$ cat config.mk
export PLATFORM = sky130hd
export DESIGN_NAME = inst_encoder
export DESIGN_NICKNAME = d
export VERILOG_FILES = /design/src/rtl/inst_enc_pkg.sv /design/src/rtl/inst_enc_word.sv /design/src/rtl/inst_encoder.sv
export SDC_FILE = /design/constraint.sdc
export NUM_CORES = 1
export LEC_CHECK = 0
export ABC_AREA = 1
export BUFFER_PORTS_ARGS = -buffer_cell sky130_fd_sc_hd__buf_2
export CAP_MARGIN = 40
export CORE_ASPECT_RATIO = 2
export CORE_MARGIN = 2
export CORE_UTILIZATION = 45
export DETAILED_ROUTE_END_ITERATION = 6
export GPL_TIMING_DRIVEN = 0
export PLACE_DENSITY = 0.7
export SLEW_MARGIN = 40
export SYNTH_ARGS = -nofsm -noshare
export SYNTH_HDL_FRONTEND = slang
export SYNTH_SLANG_ARGS = --single-unit
$ cat constraint.sdc
create_clock -name clk -period 3 [get_ports clk]
set_input_delay 0.45 -clock clk [delete_from_list [all_inputs] [get_ports clk]]
set_output_delay 0.45 -clock clk [all_outputs]
set_load 0.1 [all_outputs]
$ cat src/rtl/inst_enc_pkg.sv
// Shared types and constants for the instruction encoder: op enum, MIPS
// opcode/funct constants, encoding formats and the loader FSM states.
package inst_enc_pkg;

  typedef enum logic [4:0] {
    OP_ADD, OP_ADDU, OP_SUB, OP_SUBU, OP_AND, OP_OR, OP_XOR, OP_NOR,
    OP_SLT, OP_SLTU, OP_SLL, OP_SRL, OP_SRA, OP_SLLV, OP_SRLV, OP_SRAV,
    OP_JR, OP_ADDI, OP_ADDIU, OP_ANDI, OP_ORI, OP_XORI, OP_LUI, OP_SLTI,
    OP_SLTIU, OP_LW, OP_SW, OP_BEQ, OP_BNE, OP_J, OP_JAL
  } op_e;

  localparam logic [5:0] OPC_SPECIAL = 6'h00;
  localparam logic [5:0] OPC_ADDI    = 6'h08;
  localparam logic [5:0] OPC_ADDIU   = 6'h09;
  localparam logic [5:0] OPC_ANDI    = 6'h0C;
  localparam logic [5:0] OPC_ORI     = 6'h0D;
  localparam logic [5:0] OPC_XORI    = 6'h0E;
  localparam logic [5:0] OPC_LUI     = 6'h0F;
  localparam logic [5:0] OPC_SLTI    = 6'h0A;
  localparam logic [5:0] OPC_SLTIU   = 6'h0B;
  localparam logic [5:0] OPC_LW      = 6'h23;
  localparam logic [5:0] OPC_SW      = 6'h2B;
  localparam logic [5:0] OPC_BEQ     = 6'h04;
  localparam logic [5:0] OPC_BNE     = 6'h05;
  localparam logic [5:0] OPC_J       = 6'h02;
  localparam logic [5:0] OPC_JAL     = 6'h03;

  localparam logic [5:0] FN_ADD  = 6'h20;
  localparam logic [5:0] FN_ADDU = 6'h21;
  localparam logic [5:0] FN_SUB  = 6'h22;
  localparam logic [5:0] FN_SUBU = 6'h23;
  localparam logic [5:0] FN_AND  = 6'h24;
  localparam logic [5:0] FN_OR   = 6'h25;
  localparam logic [5:0] FN_XOR  = 6'h26;
  localparam logic [5:0] FN_NOR  = 6'h27;
  localparam logic [5:0] FN_SLT  = 6'h2A;
  localparam logic [5:0] FN_SLTU = 6'h2B;
  localparam logic [5:0] FN_SLL  = 6'h00;
  localparam logic [5:0] FN_SRL  = 6'h02;
  localparam logic [5:0] FN_SRA  = 6'h03;
  localparam logic [5:0] FN_SLLV = 6'h04;
  localparam logic [5:0] FN_SRLV = 6'h06;
  localparam logic [5:0] FN_SRAV = 6'h07;
  localparam logic [5:0] FN_JR   = 6'h08;

  typedef enum logic [2:0] {
    FMT_R, FMT_SHIFT, FMT_JR, FMT_I, FMT_LUI, FMT_J, FMT_BAD
  } fmt_e;

  typedef enum logic [1:0] {
    ST_IDLE, ST_RUN, ST_DONE
  } state_e;

  function automatic logic op_is_legal(input logic [4:0] op);
    return op <= 5'(OP_JAL);
  endfunction

endpackage

$ cat src/rtl/inst_enc_word.sv
// Combinational field-to-word MIPS encoder. Illegal ops encode to all-ones
// when INST_ENCODER_ILLEGAL_TRAP_EN is defined, otherwise to a NOP.
module inst_enc_word
  import inst_enc_pkg::*;
(
  input  logic [4:0]  op,
  input  logic [4:0]  rs,
  input  logic [4:0]  rt,
  input  logic [4:0]  rd,
  input  logic [4:0]  shamt,
  input  logic [15:0] imm,
  input  logic [25:0] jimm,
  output logic [31:0] word
);

`ifdef INST_ENCODER_ILLEGAL_TRAP_EN
  localparam logic [31:0] ILLEGAL_WORD = '1;
`else
  localparam logic [31:0] ILLEGAL_WORD = '0;
`endif

  fmt_e       fmt;
  logic [5:0] code;

  always_comb begin
    fmt  = FMT_BAD;
    code = '0;
    case (op)
      OP_ADD:   begin fmt = FMT_R;     code = FN_ADD;   end
      OP_ADDU:  begin fmt = FMT_R;     code = FN_ADDU;  end
      OP_SUB:   begin fmt = FMT_R;     code = FN_SUB;   end
      OP_SUBU:  begin fmt = FMT_R;     code = FN_SUBU;  end
      OP_AND:   begin fmt = FMT_R;     code = FN_AND;   end
      OP_OR:    begin fmt = FMT_R;     code = FN_OR;    end
      OP_XOR:   begin fmt = FMT_R;     code = FN_XOR;   end
      OP_NOR:   begin fmt = FMT_R;     code = FN_NOR;   end
      OP_SLT:   begin fmt = FMT_R;     code = FN_SLT;   end
      OP_SLTU:  begin fmt = FMT_R;     code = FN_SLTU;  end
      OP_SLL:   begin fmt = FMT_SHIFT; code = FN_SLL;   end
      OP_SRL:   begin fmt = FMT_SHIFT; code = FN_SRL;   end
      OP_SRA:   begin fmt = FMT_SHIFT; code = FN_SRA;   end
      OP_SLLV:  begin fmt = FMT_R;     code = FN_SLLV;  end
      OP_SRLV:  begin fmt = FMT_R;     code = FN_SRLV;  end
      OP_SRAV:  begin fmt = FMT_R;     code = FN_SRAV;  end
      OP_JR:    begin fmt = FMT_JR;    code = FN_JR;    end
      OP_ADDI:  begin fmt = FMT_I;     code = OPC_ADDI;  end
      OP_ADDIU: begin fmt = FMT_I;     code = OPC_ADDIU; end
      OP_ANDI:  begin fmt = FMT_I;     code = OPC_ANDI;  end
      OP_ORI:   begin fmt = FMT_I;     code = OPC_ORI;   end
      OP_XORI:  begin fmt = FMT_I;     code = OPC_XORI;  end
      OP_LUI:   begin fmt = FMT_LUI;   code = OPC_LUI;   end
      OP_SLTI:  begin fmt = FMT_I;     code = OPC_SLTI;  end
      OP_SLTIU: begin fmt = FMT_I;     code = OPC_SLTIU; end
      OP_LW:    begin fmt = FMT_I;     code = OPC_LW;    end
      OP_SW:    begin fmt = FMT_I;     code = OPC_SW;    end
      OP_BEQ:   begin fmt = FMT_I;     code = OPC_BEQ;   end
      OP_BNE:   begin fmt = FMT_I;     code = OPC_BNE;   end
      OP_J:     begin fmt = FMT_J;     code = OPC_J;     end
      OP_JAL:   begin fmt = FMT_J;     code = OPC_JAL;   end
      default:  begin fmt = FMT_BAD;   code = '0;        end
    endcase
  end

  // R-type ALU and variable shifts share one layout with shamt forced to zero.
  always_comb begin
    word = ILLEGAL_WORD;
    case (fmt)
      FMT_R:     word = {OPC_SPECIAL, rs, rt, rd, 5'b0, code};
      FMT_SHIFT: word = {OPC_SPECIAL, 5'b0, rt, rd, shamt, code};
      FMT_JR:    word = {OPC_SPECIAL, rs, 15'b0, code};
      FMT_I:     word = {code, rs, rt, imm};
      FMT_LUI:   word = {code, 5'b0, rt, imm};
      FMT_J:     word = {code, jimm};
      default:   word = ILLEGAL_WORD;
    endcase
  end

endmodule

$ cat src/rtl/inst_encoder.sv
// Streams field-level requests into encoded MIPS words written sequentially
// to IMEM through a small skid buffer. Optional: INST_ENCODER_ILLEGAL_TRAP_EN.
module inst_encoder
  import inst_enc_pkg::*;
#(
  parameter int unsigned ADDR_W    = 10,
  parameter int unsigned LEN_W     = 10,
  parameter int unsigned BUF_DEPTH = 2
) (
  input  logic              clk,
  input  logic              rst_n,
  input  logic              start,
  input  logic [ADDR_W-1:0] base_addr,
  input  logic [LEN_W-1:0]  prog_len,
  input  logic              in_valid,
  output logic              in_ready,
  input  logic [4:0]        in_op,
  input  logic [4:0]        in_rs,
  input  logic [4:0]        in_rt,
  input  logic [4:0]        in_rd,
  input  logic [4:0]        in_shamt,
  input  logic [15:0]       in_imm,
  input  logic [25:0]       in_jimm,
  output logic              imem_we,
  output logic [ADDR_W-1:0] imem_addr,
  output logic [31:0]       imem_wdata,
  input  logic              imem_ready,
  output logic              busy,
  output logic              done,
  output logic              err
);

  localparam int unsigned PTR_W = (BUF_DEPTH > 2) ? 2 : 1;
  localparam int unsigned CNT_W = PTR_W + 1;
  localparam logic [CNT_W-1:0] FULL_CNT = CNT_W'(BUF_DEPTH);

  state_e            state, state_nxt;
  logic [ADDR_W-1:0] addr_cnt;
  logic [LEN_W-1:0]  remaining;
  logic [LEN_W-1:0]  accepted_cnt;
  logic [LEN_W-1:0]  len_q;
  logic [31:0]       mem [BUF_DEPTH];
  logic [PTR_W-1:0]  wr_ptr, rd_ptr;
  logic [CNT_W-1:0]  occ;
  logic [31:0]       enc_word;
  logic              push, pop, last_write, session_start;

  inst_enc_word u_word (
    .op    (in_op),
    .rs    (in_rs),
    .rt    (in_rt),
    .rd    (in_rd),
    .shamt (in_shamt),
    .imm   (in_imm),
    .jimm  (in_jimm),
    .word  (enc_word)
  );

  always_comb begin
    session_start = (state == ST_IDLE) && start;
    in_ready      = (state == ST_RUN) && (occ != FULL_CNT) && (accepted_cnt != len_q);
    push          = in_valid && in_ready;
    imem_we       = (occ != '0);
    pop           = imem_we && imem_ready;
    last_write    = pop && (remaining == LEN_W'(1));
    imem_addr     = addr_cnt;
    imem_wdata    = imem_we ? mem[rd_ptr] : '0;
    busy          = (state != ST_IDLE);
    done          = (state == ST_DONE);
  end

  always_comb begin
    state_nxt = state;
    case (state)
      ST_IDLE: if (start) state_nxt = (prog_len == '0) ? ST_DONE : ST_RUN;
      ST_RUN:  if (last_write) state_nxt = ST_DONE;
      ST_DONE: state_nxt = ST_IDLE;
      default: state_nxt = ST_IDLE;
    endcase
  end

  always_ff @(posedge clk) begin
    if (!rst_n) state <= ST_IDLE;
    else        state <= state_nxt;
  end

  always_ff @(posedge clk) begin
    if (!rst_n) begin
      addr_cnt     <= '0;
      remaining    <= '0;
      accepted_cnt <= '0;
      len_q        <= '0;
      wr_ptr       <= '0;
      rd_ptr       <= '0;
      occ          <= '0;
    end else begin
      if (session_start) begin
        addr_cnt     <= base_addr;
        remaining    <= prog_len;
        len_q        <= prog_len;
        accepted_cnt <= '0;
      end
      if (push) begin
        wr_ptr       <= wr_ptr + PTR_W'(1);
        accepted_cnt <= accepted_cnt + LEN_W'(1);
      end
      if (pop) begin
        rd_ptr    <= rd_ptr + PTR_W'(1);
        addr_cnt  <= addr_cnt + ADDR_W'(1);
        remaining <= remaining - LEN_W'(1);
      end
      case ({push, pop})
        2'b10:   occ <= occ + CNT_W'(1);
        2'b01:   occ <= occ - CNT_W'(1);
        default: occ <= occ;
      endcase
    end
  end

  // Storage needs no reset: occupancy gates every read.
  always_ff @(posedge clk) begin
    if (push) mem[wr_ptr] <= enc_word;
  end

`ifdef INST_ENCODER_ILLEGAL_TRAP_EN
  logic err_q;

  always_ff @(posedge clk) begin
    if (!rst_n)                            err_q <= 1'b0;
    else if (session_start)                err_q <= 1'b0;
    else if (push && !op_is_legal(in_op))  err_q <= 1'b1;
  end

  assign err = err_q;
`else
  assign err = 1'b0;
`endif

endmodule

Word-level counts from Yosys, hierarchy flattened

Memories as Yosys holds them, arrays and structs flattened. A register that Yosys moved wholly into a read port is not among the register bits.
Cells that the tools add are included.

$lt $le $gt $ge: 0
Equality and inequality tests: 14
Reduce and logical (&&, ||, !) cells: 15
Shifts and indexed selects: 0
Muxes and demuxes: 17
Add/subtract/negate cells: 7
Bitwise logic cells: 0
Div/mod/pow operators: 0
Multiply operators: 0

Operator list:

| kind                    | number |
|---|---|
| $pmux W32 S6            | 1 |
| $mux W10                | 6 |
| $mux W32                | 1 |
| $add A10 B1 Y10 const B | 2 |
| $eq A10 B1 Y1 const B   | 1 |
| $logic_not A10 Y1       | 1 |
| $ne A10 B10 Y1          | 1 |
| $reduce_bool A2 Y1      | 5 |
| $sub A10 B1 Y10 const B | 1 |
| $pmux W2 S2             | 2 |
| $eq A3 B2 Y1 const B    | 2 |
| $eq A3 B3 Y1 const B    | 2 |
| $logic_and A1 B1 Y1     | 6 |
| $mux W2                 | 3 |
| $ne A2 B2 Y1 const B    | 3 |
| $eq A2 B1 Y1 const B    | 2 |
| $eq A2 B2 Y1 const B    | 2 |
| $mux W1                 | 4 |
| $eq A3 B1 Y1 const B    | 1 |
| $logic_not A3 Y1        | 1 |
| $add A1 B1 Y1 const B   | 2 |
| $add A2 B1 Y2 const B   | 1 |
| $logic_not A2 Y1        | 1 |
| $reduce_and A2 Y1       | 1 |
| $sub A2 B1 Y2 const B   | 1 |

Logic and storage cells: 63
Bits in latches: 0
Memory bits (read-only): 256
Output and inout port bits: 47
Register bits: 46
Memories: 2
Bits of input ports: 92
Memory bits (writable): 64

Memories:

| memory           | depth | bits a word | read ports | clocked after memory_dff | wr ports | RTL line            | text |
|---|---|---|---|---|---|---|---|
| (name not given) | 32    | 8           | 1          | 0                        | 0        | inst_enc_word.sv:28 | `case (op)` |
| mem              | 2     | 32          | 1          | 1                        | 1        | inst_encoder.sv:42  | `logic [31:0] mem [BUF_DEPTH];` |

Depth between registers and ports, before layout

Depth in word-level cells: 6
Gate-level depth with buffers: 14
Depth with buffers taken out: 13

Hierarchy

A second synthesis with hierarchy kept.

Cells, all modules: 780
Area, all modules: 6,023.3 sq um

By module, submodules not included:

| module        | instances | seq. area each (sq um) | cells each | area each (sq um) |
|---|---|---|---|---|
| inst_encoder  | 1         | 2,862.7                | 585        | 5,069.9 |
| inst_enc_word | 1         | 0.0                    | 195        | 953.4 |

Least setup slack after synthesis

No wires, ideal clock.

Kind: register to register
Start point: register state[0]
End point: memory mem[0][0] (enable)
Stages on the path, launching flop included: 8
Path buffers: 1
Arrival time: 3.211 ns
Clock period less this slack: 3.597 ns
Setup slack: -0.597 ns
Required time: 2.614 ns
Library setup time: 0.386 ns
Cells stage by stage: dfxtp_1 inv_2 nor2_4 o21a_2 buf_6 a21boi_1 nand3_1 inv_1

Word-level cells in the longest chain between the ends: 6

Ends and longest elaborated chain:

| item                             | RTL line            | text |
|---|---|---|
| start, declared                  | inst_encoder.sv:37  | `state_e state, state_nxt;` |
| start signal, assigned           | inst_encoder.sv:84  | `else state <= state_nxt;` |
| $eq A2 B1 Y1                     | inst_encoder.sv:61  | `in_ready = (state == ST_RUN) && (occ != FULL_CNT) && (accepted_cnt != len_q);` |
| $logic_and A1 B1 Y1 (2 in a row) | inst_encoder.sv:61  |  |
| via in_ready                     | inst_encoder.sv:16  | `output logic in_ready,` |
| $logic_and A1 B1 Y1              | inst_encoder.sv:62  | `push = in_valid && in_ready;` |
| $mux W1                          | inst_encoder.sv:122 | `if (push) mem[wr_ptr] <= enc_word;` |
| $mux W1 (implied by the code)    | inst_encoder.sv:122 |  |
| end, declared                    | inst_encoder.sv:42  |  |

The timed path passes the listed nets, and every way through them passes these cells.

==> summary.txt <==
Status
  • Status: complete, no violations

Drt
  • Wire per inst: 15.62 µm
  • Initial DRC count: 207
  • DR DRC count: 0
  • Routed wire length: 16.33 mm
  • Drt via density: 5.313
  • Detail Route Antenna Nets: 0
  • Detailed-route via count: 5552
  • 1st-pass router iterations: 6

GRT
  • First-pass GRT wire length: 25.98 mm
  • Initial antenna violation count: 0
  • Largest net degree at the start of global routing: 32
  • GRT Util Overall: 23.48%
  • GRT overflow: 0
  • Vias in the first global route: 5425

Finish
  • Diode count: 0
  • # nets final: 992
  • Layout cells sized above 1: 22.28%
  • # fillers: 1262
  • Layout area overhead: 20.10%
  • Fin cells: 1045

Power and ir drop
  • Clock Power Share: 24.1%
  • Sw Ratio: 44.34%
  • Combinational share of power: 38.8%
  • Peak VDD IR: 0.4430 mV
  • Leak: 3.098 nW
  • Power, Total: 0.004748 W
  • Sequential share of power: 37.1%
  • Sw Pwr: 0.002105 W
  • Pint: 0.002643 W
  • Power per Cell Area: 672.9 nW/µm²

Worst setup path
  • Crit path cell chain: inv_1 -> clkbuf_1 -> nand2_1 -> a21oi_1 -> buf_2
  • Crit path max-delay family: buffers and inverters
  • FF-to-FF setup slack: 720 ps
  • Buf+Inv Stages, Crit Path: 3
  • Slowest CP cell: buf_2
  • Slowest stage delay, CP: 480 ps
  • WS Path Type: register to output port
  • Setup crit end kind: output port
  • Critical R2R Capture: mem[1][19]$_DFFE_PP_
  • Required time worst endpoint: 2550 ps
  • Critical path fanouts, max: 10
  • Reg-to-reg startpoint: accepted_cnt[4]$_SDFFE_PN0P_
  • R2R depth: 9
  • Crit path DAT: 2030 ps
  • Critical Path Source Type: register

Clock tree
  • TritonCTS Buffers: 9
  • Setup Fix Bufs, Post-CTS: 0
  • Clock Sinks: 109
  • # resized after CTS: 0
  • CTS max path bufs: 2
  • CTS Root Cell: clkbuf_16
  • Clock transition at path regs: 80 ps
  • Clock latency on the worst-skew pair: 350 ps
  • CTS tree: yes
  • Hold-fix buffer count after cts: 0
  • H-tree depth: 3

Worst hold path
  • Hold path cells: 3
  • Hold wc startpoint: base_addr[8]
  • Hold Path End: imem_addr[8]$_SDFFE_PN0P_
  • Worst Hold Class: primary input to register

Timing
  • Worst slew pin tran: 732.2 ps
  • Ratio of final minimum period to clock period: 82.59%
  • Max Slew Vio Count: 0
  • Final clock skew: 8.956 ps
  • Final hold vios: 0
  • Final setup fails: 0
  • Final setup margin: 522.4 ps
  • Worst rel slew slack: 50.55%
  • RSZ-0062 raised after global routing: no
  • Minimum clock period after layout: 2478 ps
  • Fmax: 403.6 MHz

Yosys
  • Top FF cell, synth: edfxtp_1
  • Mapped Cells: 742
  • Seq/Total Area, Yosys: 47.70%
  • Post-synth EDFFs: 62
  • Async set-reset flop share out of synthesis: 0%
  • Mean Syn Cell Area: 7.919 µm²
  • Flops & latches, synth: 109
  • Synth cell types: 49
  • Post-Syn Area: 5876 µm²
  • Ys Warns: 0

Die
  • Die Wd: 84.80 µm
  • Number of core rows: 59
  • IO Pins: 139
  • Die ar.: 14040 µm²
  • Die Ht: 165.6 µm
  • Starting Density: 45.48%
  • Core Region: 12920 µm²

Place
  • Pre-CTS WS: 419.6 ps
  • Placed cells: 1029
  • Placer Congestion: 0.9406
  • Final HPWL DP: 12.93 mm
  • PortBufs: 133

Job
  • Max_cap viols: 0
==> cell usage in the layout (no fill, tap or decap), drive strengths merged, types with 2 or more instances in the layout <==
cell type and n:
nor2 56, nand3 60, clkinv 2, conb 2
xor2 5, or2 4, a21oi 74, o21ai 28
a21boi 2, o31ai 3, buf 151, a31oi 5
clkbuf 27, nor4 3, nor3 5, ha 12
nand2 233, a211oi 3, dfxtp 47, edfxtp 62
o22ai 3, nand4 15, inv 72, o211ai 5
o21a 3, xnor2 4
==> sequential cells by signal (all words and copies together) (netlist names), named ones only <==
signal        cells
imem_addr        10
mem              62
len_q            10
accepted_cnt     10
remaining        10
state             2
wr_ptr            1
rd_ptr            1
occ               2
==> area by class of cell <==
class / count / area [µm²] / share of cell area, %
flip-flops and latches: 109 / 2803 / 39.72
inverters: 69 / 261.5 / 3.706
well taps: 152 / 190.2 / 2.695
repair buffers: 134 / 693.2 / 9.823
clock buffers: 10 / 229.0 / 3.245
clock inverters: 6 / 53.80 / 0.7624
plain buffers: 35 / 226.5 / 3.209
multi-input cells: 530 / 2600 / 36.84
==> per-layer routing <==
| layer | share of wire, % | GRT usage [%] | wire length (µm) |
|---|---|---|---|
| met1 | 33 | 21.99 | 5363 |
| met2 | 57 | 45.77 | 9374 |
| met3 | 4.6 | 3.737 | 744 |
| met4 | 5.2 | 13.53 | 846 |
| met5 | 0 | 0 | 0 |
==> stage by stage <==
stage               hold slack [ps]  instance area [µm²]  util [%]  TNS [ps]
floorplan                     425.7                 5883         -         0
finish                        375.4                 7057     54.62         0
global route                  387.5                 7057     54.62         0
detailed placement            447.1                 6774     52.44         0
global placement              436.5                 6739     52.16    -25460
CTS                           367.4                 7057     54.62         0
==> Yosys cell counts (8+ instances only) <==
cell type,count,area [µm²]
nand3_1,55,275.3
buf_4,8,60.06
edfxtp_1,62,1862
inv_1,60,225.2
a21oi_1,72,360.4
inv_2,8,30.03
nand4_1,15,93.84
clkbuf_1,15,56.30
nor2_1,53,198.9
nand2_1,228,855.8
o21ai_0,26,130.1
ha_1,12,150.1
dfxtp_1,47,940.9
==> power groups by stage <==
stage	Sequential, W	Clock [W]	Combinational (W)
finish	0.00176	0.00114	0.00184
global route	0.00178	0.00121	0.00197
CTS	0.00176	0.00117	0.00185
detailed placement	0.00180	0	0.00185
global placement	0.00179	0	0.00183
floorplan	0.00192	0	0.00131
==> logic make-up after synthesis <==
| kind of cell | after synthesis | synth area share (%) |
|---|---|---|
| adder cells (fa/ha/maj) | 12 | 2.555 |
| AND/OR/NAND/NOR | 376 | 27.49 |
| buffers and inverters | 104 | 8.305 |
| flip-flops | 109 | 47.70 |
| other | 1 | 0.06382 |
| XOR/XNOR | 9 | 1.341 |
| AO/OA/AOI/OAI | 131 | 12.54 |
==> worst max-delay path by stage <==
stage	slack, ps	startpoint	cells after the start	end
5_1_grt	310	register	5	imem_wdata[17]
3_5_place_dp	420	in_op[0]	12	mem[0][9]$_DFFE_PP_
4_1_cts	500	register	5	imem_wdata[11]
3_3_place_gp	-820	accepted_cnt[4]$_SDFFE_PN0P_	8	mem[1][23]$_DFFE_PP_
6_report	520	register	5	imem_wdata[26]
2_1_floorplan	20	accepted_cnt[4]$_SDFFE_PN0P_	7	mem[0][0]$_DFFE_PP_
==> tightest hold or removal path: stages <==
cell and delay, ps:
buf_2 100, nand2_1 50, a31oi_1 70
Power figures use the tool's default switching activity.
